===== config.mk =====
export PLATFORM = sky130hd
export DESIGN_NAME = multi_countdown_timer
export DESIGN_NICKNAME = d
export VERILOG_FILES = /design/src/rtl/multi_countdown_timer.sv
export SDC_FILE = /design/constraint.sdc
export NUM_CORES = 1
export LEC_CHECK = 0
export ABC_CLOCK_PERIOD_IN_PS = 5900
export CAP_MARGIN = 40
export CORE_ASPECT_RATIO = 2
export CORE_MARGIN = 2
export CORE_UTILIZATION = 26
export CTS_CLUSTER_DIAMETER = 80
export DETAILED_ROUTE_END_ITERATION = 8
export PLACE_DENSITY = 0.39
export SYNTH_ARGS = -nofsm -noshare
export SYNTH_HDL_FRONTEND = slang
export SYNTH_SLANG_ARGS = --single-unit

===== constraint.sdc =====
create_clock -name clk -period 5.9 [get_ports clk]
set_clock_uncertainty 0.15 [all_clocks]
set_input_delay 1.18 -clock clk [delete_from_list [all_inputs] [get_ports clk]]
set_output_delay 1.18 -clock clk [all_outputs]
set_load 0.005 [all_outputs]

===== src/rtl/multi_countdown_timer.sv =====
// Multi-channel mm:ss BCD countdown timer; all channels share one 1 s prescaler.
// Define TIMER_PRESET_RELOAD_EN to keep a per-channel preset that is reloaded on start in DONE.
module multi_countdown_timer #(
  parameter int CHANNELS = 2,
  parameter int TICK_DIV = 5000000,
  parameter int SEL_W    = (CHANNELS > 1) ? $clog2(CHANNELS) : 1
) (
  input  logic                clk,
  input  logic                rst,
  input  logic [SEL_W-1:0]    sel,
  input  logic                cfg,
  input  logic                start,
  input  logic                clear,
  input  logic                inc_min,
  input  logic                inc_sec,
  output logic [15:0]         disp_bcd,
  output logic [CHANNELS-1:0] running,
  output logic [CHANNELS-1:0] done,
  output logic                alarm
);
  localparam int PW = (TICK_DIV > 1) ? $clog2(TICK_DIV) : 1;

  typedef enum logic [2:0] {S_IDLE, S_CONFIG, S_PAUSED, S_RUNNING, S_DONE} state_t;

  state_t              r_state [CHANNELS];
  logic [15:0]         r_val   [CHANNELS];
`ifdef TIMER_PRESET_RELOAD_EN
  logic [15:0]         r_preset[CHANNELS];
`endif
  logic [CHANNELS-1:0] r_done;
  logic [PW-1:0]       r_presc;
  logic                w_tick;
  logic [CHANNELS-1:0] w_hit;

  // Value layout is {min_tens, min_ones, sec_tens, sec_ones}; every step stays in legal BCD.
  function automatic logic [15:0] f_cfg_inc(input logic [15:0] v, input logic im, input logic is);
    logic [15:0] n;
    n = v;
    if (is) begin
      if (v[7:0] == 8'h59) n[7:0] = 8'h00;
      else if (v[3:0] == 4'd9) begin
        n[7:4] = v[7:4] + 4'd1;
        n[3:0] = 4'd0;
      end else n[3:0] = v[3:0] + 4'd1;
    end
    if (im) begin
      if (v[15:8] == 8'h99) n[15:8] = 8'h00;
      else if (v[11:8] == 4'd9) begin
        n[15:12] = v[15:12] + 4'd1;
        n[11:8]  = 4'd0;
      end else n[11:8] = v[11:8] + 4'd1;
    end
    return n;
  endfunction

  function automatic logic [15:0] f_dec(input logic [15:0] v);
    logic [15:0] n;
    n = v;
    if (v[3:0] != 4'd0) n[3:0] = v[3:0] - 4'd1;
    else if (v[7:4] != 4'd0) begin
      n[7:4] = v[7:4] - 4'd1;
      n[3:0] = 4'd9;
    end else if (v[15:8] != 8'h00) begin
      n[7:0] = 8'h59;
      if (v[11:8] != 4'd0) n[11:8] = v[11:8] - 4'd1;
      else begin
        n[15:12] = v[15:12] - 4'd1;
        n[11:8]  = 4'd9;
      end
    end
    return n;
  endfunction

  assign w_tick = (r_presc == PW'(TICK_DIV - 1));

  always_ff @(posedge clk or negedge rst) begin
    if (!rst) r_presc <= '0;
    else if (w_tick) r_presc <= '0;
    else r_presc <= r_presc + PW'(1);
  end

  // Out-of-range sel values match no channel.
  always_comb begin
    w_hit = '0;
    for (int c = 0; c < CHANNELS; c++)
      if (32'(sel) == c) w_hit[c] = 1'b1;
  end

  always_ff @(posedge clk or negedge rst) begin
    if (!rst) begin
      for (int c = 0; c < CHANNELS; c++) begin
        r_state[c]  <= S_IDLE;
        r_val[c]    <= '0;
`ifdef TIMER_PRESET_RELOAD_EN
        r_preset[c] <= '0;
`endif
      end
      r_done <= '0;
    end else begin
      for (int c = 0; c < CHANNELS; c++) begin
        if (w_hit[c] && clear) begin
          r_state[c] <= S_IDLE;
          r_val[c]   <= '0;
          r_done[c]  <= 1'b0;
        end else begin
          case (r_state[c])
            S_IDLE: if (w_hit[c] && cfg) r_state[c] <= S_CONFIG;
            S_CONFIG: if (w_hit[c]) begin
              if (!cfg) begin
                r_state[c]  <= S_PAUSED;
`ifdef TIMER_PRESET_RELOAD_EN
                r_preset[c] <= r_val[c];
`endif
              end else r_val[c] <= f_cfg_inc(r_val[c], inc_min, inc_sec);
            end
            S_PAUSED: begin
              if (w_hit[c] && cfg) r_state[c] <= S_CONFIG;
              else if (w_hit[c] && start && (r_val[c] != 16'h0000)) r_state[c] <= S_RUNNING;
            end
            S_RUNNING: begin
              if (w_hit[c] && cfg) r_state[c] <= S_CONFIG;
              else if (w_hit[c] && start) r_state[c] <= S_PAUSED;
              else if (w_tick) begin
                r_val[c] <= f_dec(r_val[c]);
                if (f_dec(r_val[c]) == 16'h0000) begin
                  r_state[c] <= S_DONE;
                  r_done[c]  <= 1'b1;
                end
              end
            end
            S_DONE: begin
              if (w_hit[c] && cfg) begin
                r_state[c] <= S_CONFIG;
                r_done[c]  <= 1'b0;
              end else if (w_hit[c] && start) begin
`ifdef TIMER_PRESET_RELOAD_EN
                r_state[c] <= S_PAUSED;
                r_val[c]   <= r_preset[c];
`else
                r_state[c] <= S_IDLE;
                r_val[c]   <= '0;
`endif
                r_done[c]  <= 1'b0;
              end
            end
            default: r_state[c] <= S_IDLE;
          endcase
        end
      end
    end
  end

  always_comb begin
    disp_bcd = '0;
    running  = '0;
    for (int c = 0; c < CHANNELS; c++) begin
      if (w_hit[c]) disp_bcd = r_val[c];
      running[c] = (r_state[c] == S_RUNNING);
    end
  end

  assign done  = r_done;
  assign alarm = |r_done;

endmodule


==> results.yml <==
worst_setup_path:
  slowest_delay_ps: 660
  crit_type: "flop to output pin"
  crit_buf_inv: 2
  crit_chain: "nand3b_1 -> clkinv_1 -> clkdlybuf4s50_1"
  cp-end-kind: "output pin"
  crit_family: "buffers and inverters"
  start_kind: "flop"
  arrival_ps: 2780
  cp.required_ps: 4570
  slowest_stage: "nand3b_1"
  path_max_fanout: 15
  r2r_setup_slack_ps: 2080
logic_synthesis:
  synth-seq-cells: 63
  yosysSeqAreaShare_pct: 27.24
  synth_warnings: 0
  synth_ff_type: "dfrtp_1"
  syn_area_per_cell_um2: 7.929
  synth_edf_count: 0
  async_flop_share_pct: 100.0
  synth_cells: 730
  synth_cell_types: 86
  syn_nets: 769
  synth_area_um2: 5788
status:
  status: "finished clean"
route:
  drc: 0
  wl_per_cell_um: 22.18
  dr.pass1.iters: 5
  viasPerCell: 5.782
  num_vias: 5857
  ant_nets: 0
  wl_um: 22470
  drtIter0Drc: 339
clocking:
  clk_latency_ps: 370
  cts-root-buf: "clkbuf_16"
  clk_pin_slew_worst_paths_ps: 60
  cts_resized: 0
  cts_made_buffers: 9
  clock-sinks: 63
  cts_tree: "done"
  cts_buffer_depth: 2
  cts_setup_buffers: 0
  cts.htree.levels: 3
  hold_buffers: 0
sta:
  setup_violations: 0
  relSlewSlack_pct: 41.12
  setup_tns_ps: 0
  rsz0062_at_grt: "false"
  fmax_mhz: 243.0
  report.final.slew_viol_count: 0
  tightest_slew_ps: 881.3
  hold_violations: 0
  min_period_over_period_pct: 69.74
  fin_crit_ps: 4115
floorplanning:
  dieArea_um2: 23540
  die_w_um: 109.5
  start_util_pct: 26.35
  std_cell_rows: 77
  coreArea_um2: 21970
  fp.dieH_um: 215.0
  ios: 29
placement:
  hpwlAfterDp_um: 17710
  placed_cells: 997
  gp_congestion: 0.8887
  port_buffers: 28
layout:
  fin_util_pct: 30.06
  layout-drive-gt1-share_pct: 8.548
  fillCellCount: 2388
  syn2layout_area_growth_pct: 14.09
  layout_common_cells: "nand2_1 (69), dfrtp_1 (63), nor2_1 (57)"
  final_common_cell: "nand2_1"
  num_antenna_cells: 0
  fin_cells: 1013
  final_nets: 771
grt:
  grt_overflow: 0
  grt_pass1_vias: 6068
  grt_max_degree: 50
  grt_pass1_wl_um: 34880
  antenna_found_initial: 0
  grt_usage_pct: 20.00
hold_path:
  hold_path_class: "flop to flop"
job:
  maxCapViolations: 0
pwr:
  ir_worst_vdd_mv: 0.1804
  leakagePower_nw: 2.608
  powerDensity_nw_per_um2: 522.0
synth_stat cells (all sizes together), types with 8 or more instances:
cell    number  area share (%)
nand3       34             3.0
o22ai       14             1.5
clkbuf      32             2.1
buf         15             1.5
nand2       69             4.5
o21ai       57             5.0
a21oi       42             3.7
nor3b       14             2.1
nand2b       8            0.86
inv         40             2.6
nor2        57             3.7
ha          31             6.7
xor2        10             1.5
xnor2       11             1.7
dfrtp       63              27
nand4       17             1.8
nor4        13             2.0
mux2i       14             2.4
or3b         9             1.4
nor3        15             1.5
o31ai       12             1.6
a31oi       12             1.3
worst paths after layout:
path,startpoint,end,cells after the start
worst max register to register,r_state[1],r_val[7],7
worst min register to register,r_presc[0],r_presc[0],1
max in group asynchronous,rst,r_val[10],3
worst min-delay path,r_presc[0],r_presc[0],1
min in group asynchronous,rst,r_presc[20],2
worst max-delay path,r_state[1],running[1],3
sequential cells by signal (all words and copies together), names as in the netlist:
name     count
r_state      6
r_val       32
r_presc     23
done         2
routing by layer:
layer  GRT usage, %  share of wire [%]  up-vias
li1               -                  -     2714
met1          18.02                 32     2846
met2          37.12                 56      206
met3          2.790                3.2       91
met4          17.05                8.7        0
met5              0                  0        -
report_power, final:
| part | internal (mW) | switching (mW) |
|---|---|---|
| Combinational | 0.777 | 1.26 |
| Sequential | 0.543 | 0.280 |
| Clock | 0.368 | 0.214 |
per-stage QoR:
| step | hold slack (ps) | power, mW | cell area (um2) | setup slack, ps |
|---|---|---|---|---|
| floorplan | 304.9 | 2.113 | 5788 | 2217 |
| global placement | 320.4 | 2.827 | 6259 | 1708 |
| detailed placement | 334.6 | 2.835 | 6297 | 1726 |
| CTS | 342.0 | 3.437 | 6604 | 1720 |
| global route | 376.4 | 3.691 | 6604 | 1657 |
| finish | 339.6 | 3.447 | 6604 | 1785 |
logic make-up after synthesis:
logic type	after synthesis	share of synthesized area [%]
compound gates	214	24.95
simple gates	293	28.15
buf+inv	88	6.204
mux	20	3.588
fa+ha+maj	31	6.701
flops	63	27.24
xor+xnor	21	3.178
cell type report:
class | instances | area [um2] | area share (%)
Inverter | 41 | 153.9 | 2.330
Sequential cell | 63 | 1577 | 23.87
Tap cell | 276 | 345.3 | 5.229
Timing Repair Buffer | 38 | 369.1 | 5.589
Clock buffer | 12 | 236.5 | 3.581
Clock inverter | 4 | 70.07 | 1.061
Multi-Input combinational cell | 579 | 3852 | 58.34
(Power assumes the default switching activity.)
